`src/rtl/pipe_ctrl_pkg.sv`:
```
// Shared definitions for the pipeline sequencer: jump cause codes, hold codes,
// sequencer state encoding and default widths.
package pipe_ctrl_pkg;

   localparam int ADDR_W_DEF    = 32;
   localparam int CAUSE_W_DEF   = 3;
   localparam int HOLD_W_DEF    = 3;
   localparam int FLUSH_CYC_DEF = 2;

   // Clean drain cycles (no EX/bus stall) needed before the core counts as halted.
   localparam int DRAIN_CYC = 3;

   typedef enum logic [2:0] {
      CAUSE_NONE        = 3'd0,
      CAUSE_NOCOND      = 3'd1,
      CAUSE_PRED_NO_YES = 3'd2,
      CAUSE_PRED_YES_NO = 3'd3,
      CAUSE_INT         = 3'd4,
      CAUSE_EXC         = 3'd5
   } cause_e;

   typedef enum logic [2:0] {
      HOLD_NONE     = 3'd0,
      HOLD_PC       = 3'd1,
      HOLD_PC_IF    = 3'd2,
      HOLD_PC_IF_ID = 3'd3,
      HOLD_ALL      = 3'd4
   } hold_e;

   typedef enum logic [1:0] {
      ST_RUN    = 2'd0,
      ST_FLUSH  = 2'd1,
      ST_DRAIN  = 2'd2,
      ST_HALTED = 2'd3
   } state_e;

endpackage

```
`src/rtl/pipe_ctrl_if.sv`:
```
// Handshake bundle between the sequencer and ex/mem/clint/jtag/pc.
// master: the sequencer itself; slave: the surrounding core blocks.
interface pipe_ctrl_if #(
   parameter int ADDR_W  = 32,
   parameter int CAUSE_W = 3,
   parameter int HOLD_W  = 3
);
   logic               exc_req_i;
   logic [ADDR_W-1:0]  exc_addr_i;
   logic [ADDR_W-1:0]  exc_pc_i;
   logic               exc_ack_o;
   logic               ex_jump_req_i;
   logic [CAUSE_W-1:0] ex_cause_i;
   logic [ADDR_W-1:0]  ex_from_i;
   logic [ADDR_W-1:0]  ex_to_i;
   logic               int_req_i;
   logic [ADDR_W-1:0]  int_addr_i;
   logic               int_ack_o;
   logic               ex_hold_i;
   logic               mem_hold_i;
   logic               halt_req_i;
   logic               resume_i;
   logic               halted_o;
   logic [CAUSE_W-1:0] jump_cause_o;
   logic [ADDR_W-1:0]  jump_to_o;
   logic [ADDR_W-1:0]  jump_from_o;
   logic [HOLD_W-1:0]  hold_flag_o;
   logic               flush_o;

   modport master (
      input  exc_req_i, exc_addr_i, exc_pc_i,
      input  ex_jump_req_i, ex_cause_i, ex_from_i, ex_to_i,
      input  int_req_i, int_addr_i,
      input  ex_hold_i, mem_hold_i, halt_req_i, resume_i,
      output exc_ack_o, int_ack_o, halted_o,
      output jump_cause_o, jump_to_o, jump_from_o, hold_flag_o, flush_o
   );

   modport slave (
      output exc_req_i, exc_addr_i, exc_pc_i,
      output ex_jump_req_i, ex_cause_i, ex_from_i, ex_to_i,
      output int_req_i, int_addr_i,
      output ex_hold_i, mem_hold_i, halt_req_i, resume_i,
      input  exc_ack_o, int_ack_o, halted_o,
      input  jump_cause_o, jump_to_o, jump_from_o, hold_flag_o, flush_o
   );

endinterface

```
`src/rtl/pipe_ctrl_arb.sv`:
```
// Combinational redirect arbiter: exception > EX jump > interrupt, with the
// per-source acceptance rules that depend on sequencer state and stalls.
module pipe_ctrl_arb
   import pipe_ctrl_pkg::*;
#(
   parameter int ADDR_W  = ADDR_W_DEF,
   parameter int CAUSE_W = CAUSE_W_DEF
) (
   input  logic               en,
   input  state_e             state,
   input  logic               exc_req,
   input  logic [ADDR_W-1:0]  exc_addr,
   input  logic [ADDR_W-1:0]  exc_pc,
   input  logic               ex_jump_req,
   input  logic [CAUSE_W-1:0] ex_cause,
   input  logic [ADDR_W-1:0]  ex_from,
   input  logic [ADDR_W-1:0]  ex_to,
   input  logic               int_req,
   input  logic [ADDR_W-1:0]  int_addr,
   input  logic               ex_hold,
   input  logic               mem_hold,
   input  logic               halt_req,
   output logic               exc_ack,
   output logic               int_ack,
   output logic               redirect,
   output logic [CAUSE_W-1:0] cause,
   output logic [ADDR_W-1:0]  jump_to,
   output logic [ADDR_W-1:0]  jump_from
);

   logic exc_ok;
   logic ex_ok;
   logic int_ok;

   // Exceptions are taken in every state but HALTED; a bus stall defers them
   // (the request is a level, so it is simply seen again later).
   assign exc_ok = en && exc_req && !mem_hold && (state != ST_HALTED);
   // EX redirects only in RUN; while the bus stalls EX keeps the request itself.
   assign ex_ok  = en && ex_jump_req && (state == ST_RUN) && !mem_hold;
   // Interrupts wait for a quiet pipeline and no pending debug halt.
   assign int_ok = en && int_req && (state == ST_RUN) && !ex_hold && !mem_hold && !halt_req;

   assign redirect = exc_ok || ex_ok || int_ok;

   // Priority select of the single redirect presented to pc.
   always_comb begin
      // NOTE: every output gets a default before any branch, so no path leaves it unassigned and no latch is inferred.
      exc_ack   = 1'b0;
      int_ack   = 1'b0;
      cause     = CAUSE_W'(CAUSE_NONE);
      jump_to   = '0;
      jump_from = '0;
      if (exc_ok) begin
         exc_ack   = 1'b1;
         cause     = CAUSE_W'(CAUSE_EXC);
         jump_to   = exc_addr;
         jump_from = exc_pc;
      end else if (ex_ok) begin
         cause     = ex_cause;
         jump_to   = ex_to;
         jump_from = ex_from;
      end else if (int_ok) begin
         int_ack   = 1'b1;
         cause     = CAUSE_W'(CAUSE_INT);
         jump_to   = int_addr;
      end
   end

endmodule

```
`src/rtl/pipe_ctrl.sv`:
```
// Pipeline sequencer top: redirect arbitration (via pipe_ctrl_arb), stall
// merging into hold_flag_o, post-redirect flush bubbles and the JTAG
// halt/resume state machine.
// Optional feature macro: PIPE_CTRL_PERF_EN adds four 32-bit wrapping event
// counters and their output ports.
module pipe_ctrl
   import pipe_ctrl_pkg::*;
#(
   parameter int ADDR_W    = ADDR_W_DEF,
   parameter int CAUSE_W   = CAUSE_W_DEF,
   parameter int HOLD_W    = HOLD_W_DEF,
   parameter int FLUSH_CYC = FLUSH_CYC_DEF
) (
   input  logic        clk,
   input  logic        rst_n,
   pipe_ctrl_if.master bus
`ifdef PIPE_CTRL_PERF_EN
   ,
   output logic [31:0] mispredict_cnt_o,
   output logic [31:0] int_cnt_o,
   output logic [31:0] exc_cnt_o,
   output logic [31:0] stall_cnt_o
`endif
);

   localparam int FCNT_W = 3;

   state_e             state_q, state_d;
   logic               flush_q, flush_d;
   logic [FCNT_W-1:0]  flush_cnt_q, flush_cnt_d;
   logic [1:0]         drain_cnt_q, drain_cnt_d;
   logic               halted_q;
   hold_e              hold;

   logic               redirect;
   logic               exc_ack;
   logic               int_ack;
   logic [CAUSE_W-1:0] cause;
   logic [ADDR_W-1:0]  jump_to;
   logic [ADDR_W-1:0]  jump_from;

   // Redirect outputs are combinational; reset gates them so acks drop at once.
   pipe_ctrl_arb #(
      .ADDR_W  (ADDR_W),
      .CAUSE_W (CAUSE_W)
   ) u_arb (
      .en          (rst_n),
      .state       (state_q),
      .exc_req     (bus.exc_req_i),
      .exc_addr    (bus.exc_addr_i),
      .exc_pc      (bus.exc_pc_i),
      .ex_jump_req (bus.ex_jump_req_i),
      .ex_cause    (bus.ex_cause_i),
      .ex_from     (bus.ex_from_i),
      .ex_to       (bus.ex_to_i),
      .int_req     (bus.int_req_i),
      .int_addr    (bus.int_addr_i),
      .ex_hold     (bus.ex_hold_i),
      .mem_hold    (bus.mem_hold_i),
      .halt_req    (bus.halt_req_i),
      .exc_ack     (exc_ack),
      .int_ack     (int_ack),
      .redirect    (redirect),
      .cause       (cause),
      .jump_to     (jump_to),
      .jump_from   (jump_from)
   );

   // Next-state logic: flush bubble timer plus RUN/FLUSH/DRAIN/HALTED sequencing.
   always_comb begin
      state_d     = state_q;
      flush_d     = flush_q;
      flush_cnt_d = flush_cnt_q;
      drain_cnt_d = drain_cnt_q;

      // The flush timer runs in any state so an exception taken while
      // draining still kills the wrong-path instructions behind it.
      if (redirect) begin
         flush_d     = 1'b1;
         flush_cnt_d = FCNT_W'(FLUSH_CYC - 1);
      end else if (flush_q) begin
         if (flush_cnt_q == '0) flush_d = 1'b0;
         else                   flush_cnt_d = flush_cnt_q - 1'b1;
      end

      case (state_q)
         ST_RUN, ST_FLUSH: begin
            drain_cnt_d = '0;
            if (bus.halt_req_i) state_d = ST_DRAIN;
            else                state_d = flush_d ? ST_FLUSH : ST_RUN;
         end
         ST_DRAIN: begin
            if (!bus.halt_req_i) begin
               drain_cnt_d = '0;
               state_d     = flush_d ? ST_FLUSH : ST_RUN;
            end else if (redirect || bus.ex_hold_i || bus.mem_hold_i) begin
               drain_cnt_d = '0;
            end else if (drain_cnt_q == 2'(DRAIN_CYC - 1)) begin
               drain_cnt_d = '0;
               state_d     = ST_HALTED;
            end else begin
               drain_cnt_d = drain_cnt_q + 2'd1;
            end
         end
         ST_HALTED: begin
            if (bus.resume_i) state_d = flush_d ? ST_FLUSH : ST_RUN;
         end
      endcase
   end

   // State register with synchronous active-low reset.
   always_ff @(posedge clk) begin
      // NOTE: non-blocking assignments so every flop samples pre-edge values regardless of statement order.
      if (!rst_n) begin
         state_q     <= ST_RUN;
         flush_q     <= 1'b0;
         flush_cnt_q <= '0;
         drain_cnt_q <= '0;
         halted_q    <= 1'b0;
      end else begin
         state_q     <= state_d;
         flush_q     <= flush_d;
         flush_cnt_q <= flush_cnt_d;
         drain_cnt_q <= drain_cnt_d;
         halted_q    <= (state_d == ST_HALTED);
      end
   end

   // Stall merge: halted/bus stall freeze everything; a redirect cycle must
   // let pc load the target, so only a bus stall may override it.
   always_comb begin
      hold = HOLD_NONE;
      if (!rst_n)                                     hold = HOLD_NONE;
      else if (state_q == ST_HALTED || bus.mem_hold_i) hold = HOLD_ALL;
      else if (redirect)                              hold = HOLD_NONE;
      else if (bus.ex_hold_i)                         hold = HOLD_PC_IF_ID;
      else if (state_q == ST_DRAIN)                   hold = HOLD_PC;
   end

   assign bus.exc_ack_o    = exc_ack;
   assign bus.int_ack_o    = int_ack;
   assign bus.jump_cause_o = cause;
   assign bus.jump_to_o    = jump_to;
   assign bus.jump_from_o  = jump_from;
   assign bus.hold_flag_o  = HOLD_W'(hold);
   assign bus.flush_o      = flush_q;
   assign bus.halted_o     = halted_q;

`ifdef PIPE_CTRL_PERF_EN
   logic [31:0] misp_cnt_q, int_cnt_q, exc_cnt_q, stall_cnt_q;
   logic        mispredict;

   assign mispredict = redirect && !exc_ack && !int_ack &&
                       ((cause == CAUSE_W'(CAUSE_PRED_NO_YES)) ||
                        (cause == CAUSE_W'(CAUSE_PRED_YES_NO)));

   // Free-running event counters; they wrap naturally at 2^32.
   always_ff @(posedge clk) begin
      if (!rst_n) begin
         misp_cnt_q  <= '0;
         int_cnt_q   <= '0;
         exc_cnt_q   <= '0;
         stall_cnt_q <= '0;
      end else begin
         if (mispredict)        misp_cnt_q  <= misp_cnt_q + 32'd1;
         if (int_ack)           int_cnt_q   <= int_cnt_q + 32'd1;
         if (exc_ack)           exc_cnt_q   <= exc_cnt_q + 32'd1;
         if (hold != HOLD_NONE) stall_cnt_q <= stall_cnt_q + 32'd1;
      end
   end

   assign mispredict_cnt_o = misp_cnt_q;
   assign int_cnt_o        = int_cnt_q;
   assign exc_cnt_o        = exc_cnt_q;
   assign stall_cnt_o      = stall_cnt_q;
`endif

endmodule
```
`src/flat_wrapper.sv`:
```
// flat-port wrapper written by rule: the top's interface ports become plain ports
module pipe_ctrl_flat import pipe_ctrl_pkg::*;
#(
   parameter int ADDR_W    = ADDR_W_DEF,
   parameter int CAUSE_W   = CAUSE_W_DEF,
   parameter int HOLD_W    = HOLD_W_DEF,
   parameter int FLUSH_CYC = FLUSH_CYC_DEF
)
  (clk, rst_n, bus_exc_req_i, bus_exc_addr_i, bus_exc_pc_i, bus_ex_jump_req_i, bus_ex_cause_i, bus_ex_from_i, bus_ex_to_i, bus_int_req_i, bus_int_addr_i, bus_ex_hold_i, bus_mem_hold_i, bus_halt_req_i, bus_resume_i, bus_exc_ack_o, bus_int_ack_o, bus_halted_o, bus_jump_cause_o, bus_jump_to_o, bus_jump_from_o, bus_hold_flag_o, bus_flush_o);
  pipe_ctrl_if #(.ADDR_W(ADDR_W), .CAUSE_W(CAUSE_W), .HOLD_W(HOLD_W)) bus_i ();
  input  logic clk;
  input  logic rst_n;
  input wire logic [$bits(bus_i.exc_req_i)-1:0] bus_exc_req_i;
  input wire logic [$bits(bus_i.exc_addr_i)-1:0] bus_exc_addr_i;
  input wire logic [$bits(bus_i.exc_pc_i)-1:0] bus_exc_pc_i;
  input wire logic [$bits(bus_i.ex_jump_req_i)-1:0] bus_ex_jump_req_i;
  input wire logic [$bits(bus_i.ex_cause_i)-1:0] bus_ex_cause_i;
  input wire logic [$bits(bus_i.ex_from_i)-1:0] bus_ex_from_i;
  input wire logic [$bits(bus_i.ex_to_i)-1:0] bus_ex_to_i;
  input wire logic [$bits(bus_i.int_req_i)-1:0] bus_int_req_i;
  input wire logic [$bits(bus_i.int_addr_i)-1:0] bus_int_addr_i;
  input wire logic [$bits(bus_i.ex_hold_i)-1:0] bus_ex_hold_i;
  input wire logic [$bits(bus_i.mem_hold_i)-1:0] bus_mem_hold_i;
  input wire logic [$bits(bus_i.halt_req_i)-1:0] bus_halt_req_i;
  input wire logic [$bits(bus_i.resume_i)-1:0] bus_resume_i;
  output wire logic [$bits(bus_i.exc_ack_o)-1:0] bus_exc_ack_o;
  output wire logic [$bits(bus_i.int_ack_o)-1:0] bus_int_ack_o;
  output wire logic [$bits(bus_i.halted_o)-1:0] bus_halted_o;
  output wire logic [$bits(bus_i.jump_cause_o)-1:0] bus_jump_cause_o;
  output wire logic [$bits(bus_i.jump_to_o)-1:0] bus_jump_to_o;
  output wire logic [$bits(bus_i.jump_from_o)-1:0] bus_jump_from_o;
  output wire logic [$bits(bus_i.hold_flag_o)-1:0] bus_hold_flag_o;
  output wire logic [$bits(bus_i.flush_o)-1:0] bus_flush_o;
  assign bus_i.exc_req_i = bus_exc_req_i;
  assign bus_i.exc_addr_i = bus_exc_addr_i;
  assign bus_i.exc_pc_i = bus_exc_pc_i;
  assign bus_i.ex_jump_req_i = bus_ex_jump_req_i;
  assign bus_i.ex_cause_i = bus_ex_cause_i;
  assign bus_i.ex_from_i = bus_ex_from_i;
  assign bus_i.ex_to_i = bus_ex_to_i;
  assign bus_i.int_req_i = bus_int_req_i;
  assign bus_i.int_addr_i = bus_int_addr_i;
  assign bus_i.ex_hold_i = bus_ex_hold_i;
  assign bus_i.mem_hold_i = bus_mem_hold_i;
  assign bus_i.halt_req_i = bus_halt_req_i;
  assign bus_i.resume_i = bus_resume_i;
  assign bus_exc_ack_o = bus_i.exc_ack_o;
  assign bus_int_ack_o = bus_i.int_ack_o;
  assign bus_halted_o = bus_i.halted_o;
  assign bus_jump_cause_o = bus_i.jump_cause_o;
  assign bus_jump_to_o = bus_i.jump_to_o;
  assign bus_jump_from_o = bus_i.jump_from_o;
  assign bus_hold_flag_o = bus_i.hold_flag_o;
  assign bus_flush_o = bus_i.flush_o;
  pipe_ctrl #(.ADDR_W(ADDR_W), .CAUSE_W(CAUSE_W), .HOLD_W(HOLD_W), .FLUSH_CYC(FLUSH_CYC)) u_core (.clk(clk), .rst_n(rst_n), .bus(bus_i));
endmodule
```
`config.mk`:
```
export PLATFORM = sky130hd
export DESIGN_NAME = pipe_ctrl_flat
export DESIGN_NICKNAME = d
export VERILOG_FILES = /design/src/rtl/pipe_ctrl_pkg.sv /design/src/rtl/pipe_ctrl_if.sv /design/src/rtl/pipe_ctrl_arb.sv /design/src/rtl/pipe_ctrl.sv /design/src/flat_wrapper.sv
export SDC_FILE = /design/constraint.sdc
export NUM_CORES = 1
export LEC_CHECK = 0
export ABC_CLOCK_PERIOD_IN_PS = 1900
export BUFFER_PORTS_ARGS = -buffer_cell sky130_fd_sc_hd__clkbuf_2
export CAP_MARGIN = 10
export CORE_AREA = 2 2 94 96
export DETAILED_ROUTE_END_ITERATION = 10
export DIE_AREA = 0 0 96 98
export SLEW_MARGIN = 0
export SYNTH_ARGS = -nofsm -noshare
export SYNTH_HDL_FRONTEND = slang
export SYNTH_SLANG_ARGS = --single-unit
export TNS_END_PERCENT = 20
```
`constraint.sdc`:
```
create_clock -name clk -period 1.9 [get_ports clk]
set_clock_uncertainty 0.05 [all_clocks]
set_input_delay 0.19 -clock clk [delete_from_list [all_inputs] [get_ports clk]]
set_output_delay 0.19 -clock clk [all_outputs]
set_load 0.03 [all_outputs]
```
==> results of run 1 <==
## cells by family after synthesis
kind of cell	count (synthesis)
AOI/OAI and AO/OA	111
muxes	1
buffers and inverters	29
xor gates and xnor gates	2
and+or+nand+nor	29
DFF	9
adders and majority gates	2
## state kept, by name (all words and copies together) (netlist names)
| name | count |
|---|---|
| u_core.flush_cnt_q | 3 |
| u_core.state_q | 2 |
| u_core.drain_cnt_q | 2 |
| u_core.bus.halted_o | 1 |
| u_core.bus.flush_o | 1 |
## per-layer routing
layer	global-route usage (%)	up-vias	part of all wire, %
met4	2.31	0	1.7
met3	2.55	16	8.5
met2	28.5	145	49
li1	-	1235	-
met1	20.0	1183	40
met5	0	-	0
## cells in the final DEF (no fill, tap or decap), drive strengths merged
cell	instances
a31oi	2
xnor2	2
o211ai	1
a211oi	2
a22o	64
nand2	4
nor3b	1
and2	4
nor3	1
dfxtp	9
mux2i	1
nand3b	2
buf	85
nor4	1
nor2	10
ha	2
o211a	1
or4b	1
o22ai	1
a21o	32
a21oi	3
a21boi	1
a2bb2oi	1
clkbuf	189
inv	10
o21ai	3
and3	1
nor4b	1
nand3	3
## per-stage QoR
stage	hold slack, ns	setup WS, ns	TNS (ns)
floorplan	0.339	-0.0523	-0.105
global placement	0.435	-0.213	-6.28
detailed placement	0.445	-0.215	-6.96
CTS	0.227	-0.441	-25.10
global route	0.234	-0.449	-25.09
finish	0.224	-0.367	-19.40
## worst reg2reg max path: stages, from the launching register on
cell,delay [ns]
dfxtp_1,0.33
buf_4,0.17
nor4_1,0.56
a31oi_1,0.21
o22ai_1,0.17
## what timing repair did
| action | CTS | global route |
|---|---|---|
| pin swaps | 2 | 6 |
| setup buffers | 1 | 0 |
| gates cloned | 2 | 3 |
| resized for setup | 103 | 120 |
| endpoints found under the setup margin | 69 | 70 |
| hold endpoints to repair | 0 | 0 |
## worst max path at each step
stage	start	end	slack (ns)
final	u_core.state_q[0]	bus_jump_to_o[25]	-0.37
after global routing	u_core.state_q[1]	bus_jump_to_o[1]	-0.45
after CTS	u_core.state_q[1]	bus_jump_to_o[14]	-0.44
after detailed placement	bus_mem_hold_i	bus_jump_to_o[23]	-0.21
after global placement	bus_mem_hold_i	bus_jump_to_o[23]	-0.21
after floorplan	u_core.state_q[1]	bus_jump_to_o[12]	-0.05
## power breakdown
group          switching [uW]  internal, uW
registers                7.93           201
clock network            71.4           146
logic                     420           461
## cell type report
| type | count | area, um^2 |
|---|---|---|
| repair buffers | 270 | 2050 |
| clock buffers | 4 | 45.0 |
| well taps | 108 | 135 |
| flip-flops and latches | 9 | 181 |
| fillers | 827 | 4610 |
| multi-input cells | 145 | 1410 |
| inverters | 10 | 37.5 |
==> results.toml, run 1 <==
[worst_setup_path]
cp.required_ns = 1.66
slowest_stage = "or4b_4"
timing.critical_path.max_delay_family = "simple AND/OR/NAND/NOR gates"
r2r_start = "u_core.state_q[0]"
regToRegSetupSlack_ns = 0.35
cpPeakStageDelay_ns = 0.52
cp.depth = 7
cp_cell_sequence = "or4b_4 > a211oi_4 > buf_12 > clkbuf_16 > a22o_1 > a21o_4 > clkbuf_8"
reg2regPathDepth = 4
worst-path-buf-inv = 3
startpoint_type = "flop"
critPathKind = "flop to output pin"
r2r_end = "u_core.state_q[0]"
crit_fanout = 7
cp-end-kind = "output pin"
arrival_ns = 2.03

[timing]
slew-limit-headroom_pct = 58.8
fin_crit_sh_pct = 119
drv_slew = 0
fmax_mhz = 441
layout_setup_ws_ns = -0.367
setup_viol = 67
period_needed_ns = 2.27
worst_pin_slew_ns = 0.613
rsz0062_at_grt = "true"
finalHoldViolCount = 0

[clock_network]
root_buffer = "clkbuf_8"
path_clk_slew_ns = 0.04
cts_buffer_depth = 2
htreeDepth = 1
cts_hold_buffers = 0
cts_sinks = 9
clock_latency_ns = 0.23
numCtsBuffers = 3
cts_tree = "built"

[die]
die_h_um = 98
initial_core_util_pct = 17.0
core_um2 = 8470
ioPinCount = 246
die_x_um = 96
row_count = 34
fp.dieArea_um2 = 9410

[detailed_routing]
vias = 2579
wl_um = 9050
drt_pre_antenna_iters = 6
antenna_left = 0
drc = 0
avgRoutedWirePerCell_um = 16.6
viasPerCell = 4.72
drt_iter0_markers = 49

[yosys]
synth_common_cells = "64 x a22o_1, 32 x a21o_1, 10 x inv_1, 10 x nor2_1"
yosys.area_share.simple_pct = 10.8
synth_top_family_by_area = "compound AO/OA/AOI/OAI gates"
syn_area_um2 = 1440
syn_avg_cell_area_um2 = 7.88
ys_ff_latch = 9
yosys.area.top_type_share_pct = 38.9
ys_warn_count = 0
ys.flop_type = "dfxtp_1"
synth.net_count = 357
yosysTopAreaCell = "a22o_1"
ys_types = 32
synth_fa_ha_area_share_pct = 1.74
synth-edff-count = 0
synth_most_common_cell = "a22o_1"
yosys.area_share.xor_xnor_pct = 1.22
seq_area_frac_synth_pct = 12.5
synth_cells = 183
synth_mux_area_share_pct = 0.694
synth_compound_area_share_pct = 62.7
synth_async_sr_flop_share_pct = 0
synth_area_leaders = "a22o_1 39%, a21o_1 17%, dfxtp_1 13%"

[hold_path]
hold_class = "input port to flop"
hold_start = "bus_resume_i"
hold_depth = 4
hold_end = "u_core.state_q[1]"

[placement]
numPortBuffers = 245
dpl.hpwl_um = 6750
gp_congestion = 0.806
place_area_um2 = 3060
dp.cells = 536

[power_and_ir_drop]
ir_drop_uv = 733
p_per_area_nw_per_um2 = 339
power_uw = 1310
p_leak_uw = 0.00217

[global_route]
grt_pass1_wl_um = 12100
grt_pass1_vias = 2441
grt_use_total_pct = 15.9
overflow = 0
antenna_found_initial = 0
grt_max_degree = 38

[cells_and_area]
antennaDiodeCount = 0
final_cell_area_um2 = 3860
fin_util_pct = 45.6
fin_nets = 613
syn_to_final_growth_pct = 168
drive_above_1_share_pct = 76.3
fin_cells = 546

[run_status]
violations = "setup timing"
status = "complete, but fails checks"

[run]
max-cap-violations = 0
Power figures use the tool's default switching activity.
==> run 2: changes to the inputs <==
- ABC_CLOCK_PERIOD_IN_PS: 1900 -> 2650
- CORE_AREA: 2 2 94 96 -> 3 3 95 97
- DIE_AREA: 0 0 96 98 -> 0 0 98 100
- clock period: 1.9 -> 2.65 ns (I/O delays scaled with it)
==> run 2 against run 1 <==
  * The flow now finishes without violations
  * Via count is 5.5% lower
  * Wire length is 12% lower
  * Register-to-register slack better by 0.82 ns
  * Clock power is 26% lower
  * Sequential share of layout area is 1.6 points higher
  * Count of clock-buffer cells in the layout is 1 lower
  * Die area is 4.2% higher
  * First-iteration DRC count is 51% higher
  * Largest power group unchanged
==> results.toml, run 2 (synthesized netlist as in run 1, its figures left out) <==
[run_status]
status = "completed"

[timing]
rsz0062_at_grt = "false"
setup_viol = 0
drv_slew = 0
period_needed_ns = 2.51
slew-limit-headroom_pct = 65.1
fmax_mhz = 399
worst_pin_slew_ns = 0.519
final.setup.tns_ns = 0
fin_crit_sh_pct = 94.6
finalHoldViolCount = 0

[detailed_routing]
antenna_left = 0
drt_pre_antenna_iters = 4
viasPerCell = 4.63
vias = 2436
drc = 0
drt_iter0_markers = 74
avgRoutedWirePerCell_um = 15.2
wl_um = 8000

[worst_setup_path]
critPathKind = "flop to output pin"
regToRegSetupSlack_ns = 1.17
startpoint_type = "flop"
crit_fanout = 18
reg2regPathDepth = 5
arrival_ns = 2.19
cp.required_ns = 2.34
slowest_stage = "or4b_4"
r2r_end = "u_core.flush_cnt_q[1]"
cp_cell_sequence = "or4b_4 > a211oi_4 > buf_6 > a22o_1 > a21o_1 > clkbuf_2"
cpPeakStageDelay_ns = 0.56
r2r_start = "u_core.state_q[1]"
cp-end-kind = "output pin"

[placement]
numPortBuffers = 245
gp_congestion = 0.844
place_area_um2 = 2770
dpl.hpwl_um = 6770

[clock_network]
path_clk_slew_ns = 0.04
numCtsBuffers = 3
cts_sinks = 9
postCtsSetupBuffers = 0
htreeDepth = 1
cts_hold_buffers = 0
cts_buffer_depth = 2
root_buffer = "clkbuf_8"
clock_latency_ns = 0.24
cts-resized-gates = 0
cts_tree = "built"

[global_route]
overflow = 0
antenna_found_initial = 0
grt_pass1_vias = 2258
grt_use_total_pct = 14.4
grt_pass1_wl_um = 11700
grt_max_degree = 48

[cells_and_area]
fillers = 910
largestRegisters = "u_core.flush_cnt_q (3), u_core.drain_cnt_q (2), u_core.state_q (2)"
final_cell_area_um2 = 2850
fin_util_pct = 34.6
final_cell_mix = "245 x clkbuf_2, 64 x a22o_1, 32 x a21o_1, 10 x nor2_1"
largest_register_ffs = 3
largest-register = "u_core.flush_cnt_q"
drive_above_1_share_pct = 61.8
fin_nets = 596
final_common_cell = "clkbuf_2"
syn_to_final_growth_pct = 97.5
antennaDiodeCount = 0
multi_input_area_um2 = 1120
regArea_um2 = 180

[power_and_ir_drop]
ir_drop_uv = 455
p_switching_uw = 321
share_comb_of_total_power_pct = 59.7
switching_share_pct = 41.5
p_per_area_nw_per_um2 = 272
power.share.clock_pct = 20.7
p_leak_uw = 0.00189
internal-power_uw = 453
seq_power_share_pct = 19.7

[die]
row_count = 33
core_um2 = 8220
die_x_um = 98
die_h_um = 100
fp.dieArea_um2 = 9800
ioPinCount = 246
initial_core_util_pct = 17.5

[hold_path]
hold_start = "bus_resume_i"
hold_end = "u_core.state_q[1]"
hold_depth = 4
hold_class = "input port to flop"

[run]
max-cap-violations = 0
-- run 2: cell types whose count changed in the layout (fill, tap and decap cells not counted), sizes merged --
cell / change
clkinv: +1
buf: -78
clkbuf: +60
-- run 2: final cells by class --
class	instances	area share [%]
Multi-Input combinational cell	145	39.3
Inverter	10	1.32
Tap cell	105	4.62
Timing Repair Buffer	253	46.8
Sequential cell	9	6.33
Clock buffer	3	1.45
Clock inverter	1	0.176
-- run 2: worst max-delay path by stage --
stage / startpoint / end / slack (ns) / cells past startpoint
finish: u_core.state_q[1] / bus_jump_to_o[20] / 0.14 / 6
global route: u_core.state_q[1] / bus_jump_to_o[2] / 0.007 / 6
CTS: u_core.state_q[1] / bus_jump_to_o[3] / 0.11 / 6
detailed placement: bus_mem_hold_i / bus_jump_to_o[3] / 0.34 / 7
global placement: bus_mem_hold_i / bus_jump_to_o[17] / 0.35 / 7
floorplan: u_core.state_q[1] / bus_jump_to_o[14] / 0.53 / 7
-- run 2: power by group through the flow --
| stage | Combinational, uW | Sequential, uW | Clock [uW] |
|---|---|---|---|
| 6_report | 462 | 152 | 160 |
| 5_1_grt | 499 | 154 | 169 |
| 4_1_cts | 462 | 152 | 166 |
| 3_5_place_dp | 459 | 155 | 0 |
| 3_3_place_gp | 457 | 154 | 0 |
| 2_1_floorplan | 248 | 155 | 0 |
-- run 2: through the flow --
| step | setup slack, ns | hold WS (ns) | instances | power [uW] |
|---|---|---|---|---|
| 2_1_floorplan | 0.528 | 0.414 | 183 | 403 |
| 3_3_place_gp | 0.352 | 0.436 | 521 | 612 |
| 3_5_place_dp | 0.337 | 0.443 | 521 | 614 |
| 4_1_cts | 0.106 | 0.295 | 525 | 780 |
| 5_1_grt | 0.00694 | 0.325 | 526 | 822 |
| 6_report | 0.142 | 0.295 | 526 | 774 |
-- run 2: layer usage --
layer | vias to the layer above | track usage [%] | part of all wire (%)
li1 | 1197 | - | -
met1 | 1098 | 18.1 | 40
met2 | 131 | 26.3 | 50
met3 | 10 | 2.29 | 8.4
met4 | 0 | 2.66 | 1.3
met5 | - | 0 | 0
-- run 2: critical path: cells and delay by family (launching register included) --
kind                   cells  cell delay [ns]
AOI/OAI and AO/OA          3             0.57
and+or+nand+nor            1             0.56
DFF                        1             0.37
buffers and inverters      2             0.45
